[config.mk]
export PLATFORM = sky130hd
export DESIGN_NAME = alu_op_sequencer
export DESIGN_NICKNAME = d
export VERILOG_FILES = /design/src/rtl/alu_op_sequencer.sv
export SDC_FILE = /design/constraint.sdc
export NUM_CORES = 1
export LEC_CHECK = 0
export ABC_CLOCK_PERIOD_IN_PS = 3200
export BUFFER_PORTS_ARGS = -buffer_cell sky130_fd_sc_hd__clkbuf_2
export CAP_MARGIN = 20
export CORE_ASPECT_RATIO = 1.4
export CORE_MARGIN = 8
export CORE_UTILIZATION = 25
export DETAILED_ROUTE_END_ITERATION = 6
export HOLD_SLACK_MARGIN = 0.1
export PLACE_DENSITY = 0.48
export SLEW_MARGIN = 20
export SYNTH_ARGS = -nofsm -noshare
export SYNTH_HDL_FRONTEND = slang
export SYNTH_SLANG_ARGS = --single-unit
[constraint.sdc]
create_clock -name clk -period 3.2 [get_ports clk]
set_input_delay 0.32 -clock clk [delete_from_list [all_inputs] [get_ports clk]]
set_output_delay 0.32 -clock clk [all_outputs]
set_load 0.03 [all_outputs]
[src/rtl/alu_op_sequencer.sv]
`default_nettype none
// ============================================================================
// Module  : alu_op_sequencer
// Brief   : Sequences read, execute and write-back control for the ALU/register bank.
// Revision: 1.0  initial release
// ============================================================================
module alu_op_sequencer #(
   parameter int ADDR_WIDTH = 4,
   parameter int WIDTH      = 32,
   parameter int ALU_LAT    = 2
) (
   input  logic                  clk,
   input  logic                  rst_n,
   input  logic                  cmd_valid,
   output logic                  cmd_ready,
   input  logic [1:0]            cmd_kind,
   input  logic [3:0]            cmd_alu_op,
   input  logic [ADDR_WIDTH-1:0] cmd_rs1,
   input  logic [ADDR_WIDTH-1:0] cmd_rs2,
   input  logic [ADDR_WIDTH-1:0] cmd_rd,
   input  logic [WIDTH-1:0]      cmd_imm,
   input  logic [WIDTH-1:0]      R,
   output logic [3:0]            alu_op,
   output logic                  read_port_1,
   output logic                  read_port_2,
   output logic                  write_port,
   output logic                  W,
   output logic [ADDR_WIDTH-1:0] addr_port_1,
   output logic [ADDR_WIDTH-1:0] addr_port_2,
   output logic [ADDR_WIDTH-1:0] addr_port_write,
   output logic [WIDTH-1:0]      external_write,
   output logic [WIDTH-1:0]      result,
   output logic                  done,
   output logic                  err,
   output logic                  busy
);

   localparam logic [2:0] c_IDLE  = 3'd0;
   localparam logic [2:0] c_READ  = 3'd1;
   localparam logic [2:0] c_EXEC  = 3'd2;
   localparam logic [2:0] c_WRITE = 3'd3;
   localparam logic [2:0] c_DONE  = 3'd4;

   localparam logic [1:0] c_KIND_ALU = 2'd0;
   localparam logic [1:0] c_KIND_LI  = 2'd1;
   localparam logic [1:0] c_KIND_CMP = 2'd2;

   localparam logic [3:0] c_LAT_LAST = 4'(ALU_LAT - 1);

   logic [2:0]            r_state;
   logic [1:0]            r_kind;
   logic [ADDR_WIDTH-1:0] r_rd;
   logic [WIDTH-1:0]      r_imm;
   logic [3:0]            r_cnt;
   logic                  w_accept;

   assign cmd_ready   = (r_state == c_IDLE) & rst_n;
   assign w_accept    = cmd_valid & cmd_ready;
   assign busy        = (r_state != c_IDLE);
   assign read_port_1 = (r_state == c_READ);
   assign read_port_2 = (r_state == c_READ);
   assign write_port  = (r_state == c_WRITE);
   assign W           = (r_state == c_WRITE) & (r_kind == c_KIND_LI);
   assign done        = (r_state == c_DONE);
   assign err         = (r_state == c_DONE) & (r_kind == 2'd3);

   // Datapath-facing registers only update on entry to the phase that uses them,
   // so they hold their previous values through unrelated commands.
   always_ff @(posedge clk or negedge rst_n) begin
      if (!rst_n) begin
         r_state         <= c_IDLE;
         r_kind          <= 2'd0;
         r_rd            <= '0;
         r_imm           <= '0;
         r_cnt           <= 4'd0;
         alu_op          <= 4'd0;
         addr_port_1     <= '0;
         addr_port_2     <= '0;
         addr_port_write <= '0;
         external_write  <= '0;
         result          <= '0;
      end else begin
         case (r_state)
            c_IDLE: begin
               if (w_accept) begin
                  r_kind <= cmd_kind;
                  r_rd   <= cmd_rd;
                  r_imm  <= cmd_imm;
                  case (cmd_kind)
                     c_KIND_ALU, c_KIND_CMP: begin
                        r_state     <= c_READ;
                        addr_port_1 <= cmd_rs1;
                        addr_port_2 <= cmd_rs2;
                        alu_op      <= cmd_alu_op;
                     end
                     c_KIND_LI: begin
                        r_state         <= c_WRITE;
                        addr_port_write <= cmd_rd;
                        external_write  <= cmd_imm;
                     end
                     default: r_state <= c_DONE;
                  endcase
               end
            end
            c_READ: begin
               r_state <= c_EXEC;
               r_cnt   <= c_LAT_LAST;
            end
            c_EXEC: begin
               if (r_cnt == 4'd0) begin
                  result <= R;
                  if (r_kind == c_KIND_ALU) begin
                     r_state         <= c_WRITE;
                     addr_port_write <= r_rd;
                  end else begin
                     r_state <= c_DONE;
                  end
               end else begin
                  r_cnt <= r_cnt - 4'd1;
               end
            end
            c_WRITE: begin
               if (r_kind == c_KIND_LI) result <= r_imm;
               r_state <= c_DONE;
            end
            c_DONE:  r_state <= c_IDLE;
            default: r_state <= c_IDLE;
         endcase
      end
   end

endmodule
`default_nettype wire

# ---- Yosys cells after proc, flatten, opt, wreduce, memory -nomap -nowiden
# Cells that the tools add are included.
dict set report totals {
  ff_bits 125
  latch_bits 0
  ramBits 0
  rom_bits 0
  inputBits 85
  output_inout_bits 88
  wordCells 61
  memories 0
}
dict set report classes {
  n_addsub 1
  n_mul 0
  div_mod_pow 0
  order_cmp 0
  n_eq_ne 14
  n_shift 0
  n_mux 15
  n_bitwise 4
  reduce_logical 16
}
# cell count
set op_table {}
lappend op_table {{two-way mux 32 bit} 2}
lappend op_table {{one-hot mux 32 bit (2 select lines)} 1}
lappend op_table {{two-way mux 4 bit} 5}
lappend op_table {{one-hot mux 4 bit (2 select lines)} 2}
lappend op_table {{one-hot mux 3 bit (4 select lines)} 1}
lappend op_table {{two-way mux 3 bit} 3}
lappend op_table {{AND reduction 3 bit} 3}
lappend op_table {{inequality test 2 bit (second input constant)} 4}
lappend op_table {{equality test 3 x 2 -> 1 bit (second input constant)} 2}
lappend op_table {{one-hot mux 3 bit (2 select lines)} 1}
lappend op_table {{AND reduction 2 bit} 3}
lappend op_table {{nonzero test 2 bit} 3}
lappend op_table {{AND reduction 5 bit} 1}
lappend op_table {{AND 1 bit} 4}
lappend op_table {{equality test 2 x 1 -> 1 bit (second input constant)} 2}
lappend op_table {{equality test 2 bit (second input constant)} 2}
lappend op_table {{logical NOT 2 bit} 2}
lappend op_table {{logical NOT 4 bit} 1}
lappend op_table {{inequality test 2 x 1 -> 1 bit (second input constant)} 2}
lappend op_table {{subtractor 4 x 1 -> 4 bit (second input constant)} 1}
lappend op_table {{equality test 3 x 1 -> 1 bit (second input constant)} 1}
lappend op_table {{equality test 3 bit (second input constant)} 1}
lappend op_table {{logical NOT 3 bit} 1}
lappend op_table {{nonzero test 3 bit} 1}
lappend op_table {{OR reduction 2 bit} 1}

# ---- Depth between registers and ports, before layout
dict set report depth {
  word_depth 5
  mapped_depth 7
}

# ---- Least setup slack after synthesis
# OpenSTA, ideal clock, no wires.
dict set report synth_timing {
  path_type {reg-to-reg}
  start {reg r_state[0]}
  end {reg addr_port_1[0]}
  t_arrival_ps 1830
  required_ps 3075
  path_slack_ps 1246
  stages_incl_launch_ff 7
  n_path_buf 2
  synth_period_minus_slack_ps 1954
  path_cell_list {dfrtp_1 buf_2 nor3_4 inv_1 nor3_1 buf_4 mux2_2}
}
dict set report synth_between {
  elab_chain_cells 4
}
# element line
set synth_lines {}
lappend synth_lines {{start, declared} 50} ;# logic [2:0] r_state;
lappend synth_lines {{start signal, assigned} 71} ;# r_state <= c_IDLE;
lappend synth_lines {{start signal, assigned} 91} ;# r_state <= c_READ;
lappend synth_lines {{start signal, assigned} 97} ;# r_state <= c_WRITE;
lappend synth_lines {{logical NOT 3 bit (*)} {57, 83}}
lappend synth_lines {{AND 1 bit} 57} ;# assign cmd_ready = (r_state == c_IDLE) & rst_n;
lappend synth_lines {{AND 1 bit} 58} ;# assign w_accept = cmd_valid & cmd_ready;
lappend synth_lines {{AND reduction 3 bit (no source line) (*)} --}
lappend synth_lines {{end signal, assigned} 92} ;# addr_port_1 <= cmd_rs1;
lappend synth_lines {{end, declared} 28} ;# output logic [ADDR_WIDTH-1:0] addr_port_1,
# Every way passes the cells marked *; elsewhere a longest branch is shown, timed or not.
# A chain may end at the register's enable or synchronous reset.

# ---- Worst setup path in the final report
dict set report layout_timing {
  start {reg r_state[0]}
  end {reg result[22]}
}
dict set report layout_between {
  elab_chain_cells 3
}
# element line
set layout_lines {}
lappend layout_lines {{equality test 3 x 2 -> 1 bit} 83} ;# case (r_state)
lappend layout_lines {{inequality test 2 x 1 -> 1 bit (no source line), or another cell as far along} --}
lappend layout_lines {{AND reduction 3 bit (no source line)} --}
lappend layout_lines {{end signal, assigned} 123} ;# if (r_kind == c_KIND_LI) result <= r_imm;
lappend layout_lines {{end, declared} 32} ;# output logic [WIDTH-1:0] result,
# Parallel ways exist; a longest one is shown, timed or not.

==> impl_metrics.toml <==
[run_status]
status = "finished clean"

[placed_design]
pre_cts_slack_ns = 0.7594
gp_congestion = 0.7743
port-buffer-count = 172
hpwl_mm = 9.889
post_dp_cell_area_um2 = 6643
dp_cells = 808

[timing]
setup_viol = 0
grt_setup_unrepaired = "no"
setup_ws_ns = 0.7541
hold_viol = 0
fin_crit_sh_pct = 76.43
max-slew-margin-rel_pct = 39.92
final_max_slew_viol_count = 0
finalSetupTns_ns = 0
tightest_slew_ns = 0.9012
finalClockSkew_ns = 0.005964
fmax_ghz = 0.4088
min_period_ns = 2.446

[clock_tree]
clk_latency_ns = 0.41
clockBufferDepth = 2
cts_hold_buf = 1
clockRootBuffer = "clkbuf_16"
post_cts_buffers = 0
clock_sinks = 125
post_cts_resize_count = 0
ctsHtreeMaxLevel = 4
numCtsBuffers = 17
path_clk_slew_ns = 0.06
cts_tree = "done"

[die]
ioPinCount = 173
dieArea_um2 = 26920
die_x_um = 141.0
die_h_um = 190.9
core_area_um2 = 21700
num_rows = 64
initial_core_util_pct = 25.18

[logic_synthesis]
synth_fp_nets = 434
synthCells = 348
synth_edf_count = 0
synth.area.mux_share_pct = 34.00
yosysSeqAreaShare_pct = 57.23
synthArstFlopShare_pct = 100.0
synth_compound_area_share_pct = 1.786
synth_seq_cells = 125
synthAdderAreaFrac_pct = 0.2289
synth-xor-area-share_pct = 0.3205
synthSimpleGateAreaFrac_pct = 3.549
yosysWarnings = 0
ys_types = 31
syn_area_um2 = 5465
synth_top_family_by_area = "multiplexers"
synth_ff_type = "dfrtp_1"
syn_area_per_cell_um2 = 15.70

[global_route]
antenna_found_initial = 0
use_met1_pct = 11.43
grt_pass1_vias = 4015
grtUsageTotal_pct = 10.35
grt_max_degree = 71
met3_usage_pct = 3.674
grt.busiest_layer = "met2"
grt_pass1_wl_mm = 21.67
grt_overflow = 0
grtUsageMet2_pct = 17.49

[power]
powerDensity_nw_per_um2 = 1142
p_leak_nw = 3.501
ir_worst_vdd_mv = 0.3672

[routing]
wirelength_mm = 13.38
wire_per_inst_um = 15.90
drc = 0
dr.pass1.iters = 4
drt_iter0_markers = 86
vias_per_cell = 4.112
num_vias = 3458
ant_nets = 0

[finish]
drive_above_1_share_pct = 68.93
register_area_um2 = 3128
syn_to_final_growth_pct = 33.20
final_cell_mix = "clkbuf_2 (171), mux2_2 (125), dfrtp_1 (125), mux2_4 (30), clkbuf_16 (17)"
fill_cells = 2186
finalNonFillerCells = 841
antenna_cells = 0
layout_commonest_cell = "clkbuf_2"
fin_area_um2 = 7279
multi_input_area_um2 = 2192
nets = 617

[critical_path]
worstPathMaxFanout = 32
crit_slowest_cell = "a211o_4"
path_cells = "nor3b_4 > a21boi_4 > a211o_4 > mux2_2"
critPathKind = "reg2reg"
crit_path_end_kind = "flop"
crit_path_start_kind = "flop"
crit_path_max_incr_delay_ns = 0.58
arrival_ns = 2.74
required_ns = 3.49

[min_path]
hold_class = "in2reg"

[run]
maxCapViolCount = 0
## worst max-delay path: cells and delay by family, from the launching register on
family             cells  cell delay, ns
DFF                    1            0.53
muxes                  1            0.40
AOI/OAI and AO/OA      2            0.95
and+or+nand+nor        1            0.42
## through the flow
| step | hold WS [ns] | total power, mW | util [%] |
|---|---|---|---|
| floorplan | 0.02441 | 5.430 | - |
| global placement | 0.1749 | 6.313 | 30.61 |
| detailed placement | 0.1752 | 6.404 | 30.61 |
| CTS | 0.1145 | 8.471 | 33.54 |
| global route | 0.1232 | 8.793 | 33.54 |
| finish | 0.1443 | 8.310 | 33.54 |
## cell families (layout without fill, tap and decap cells)
group	count (synthesis)	after routing
mux	155	155
buf+inv	22	218
compound gates	11	11
simple gates	32	32
xor+xnor	2	2
flops	125	125
fa+ha+maj	1	1
## cell usage after synthesis, types with 2 or more instances
master	instances	area (µm²)
buf_12	3	60.06
nand2b_1	3	18.77
xnor2_1	2	17.52
inv_1	6	22.52
a21oi_1	4	20.02
a211oi_1	2	15.01
nor3_1	5	25.02
buf_4	4	30.03
nor2_1	7	26.28
buf_2	9	45.04
nor4_1	2	12.51
mux2_4	30	450.4
nand2_1	3	11.26
dfrtp_1	125	3128
mux2_2	125	1408
and2_1	3	18.77
## registers in the layout, summed over array words and instances (netlist names)
name	count
r_kind	2
r_cnt	4
external_write	32
alu_op	4
r_imm	32
r_state	3
addr_port_1	4
addr_port_write	4
r_rd	4
addr_port_2	4
result	32
## routing by layer
metal  vias up  share of wire (%)
li1       1620                  -
met1      1698                 40
met2       121                 50
met3        19                7.2
met4         0                1.9
met5         -                  0
## final cells by class
class                   instances  share of cell area [%]
inverters                       6                  0.3094
clock buffers                  20                   6.411
repair buffers                180                   12.89
clock inverters                12                   2.200
multi-input cells             201                   30.11
flip-flops and latches        125                   42.97
well taps                     297                   5.105
## worst paths after layout
path / slack [ns] / cells after the start / to / startpoint
min in group asynchronous: 0.38 / 2 / r_state[2] / rst_n
max in group asynchronous: 1.69 / 3 / r_imm[5] / rst_n
worst min register to register: 0.50 / 1 / r_imm[13] / r_imm[13]
worst max-delay path: 0.75 / 4 / result[22] / r_state[0]
worst min-delay path: 0.14 / 2 / addr_port_2[1] / cmd_rs2[1]
worst max register to register: 0.75 / 4 / result[22] / r_state[0]
## power by group
part / switching [mW] / total (mW) / internal, mW
clock network: 0.713 / 2.01 / 1.29
logic: 1.98 / 3.47 / 1.49
registers: 0.460 / 2.83 / 2.37
total: 3.15 / 8.31 / 5.16
Note: power is estimated with default switching activity, not from simulation.
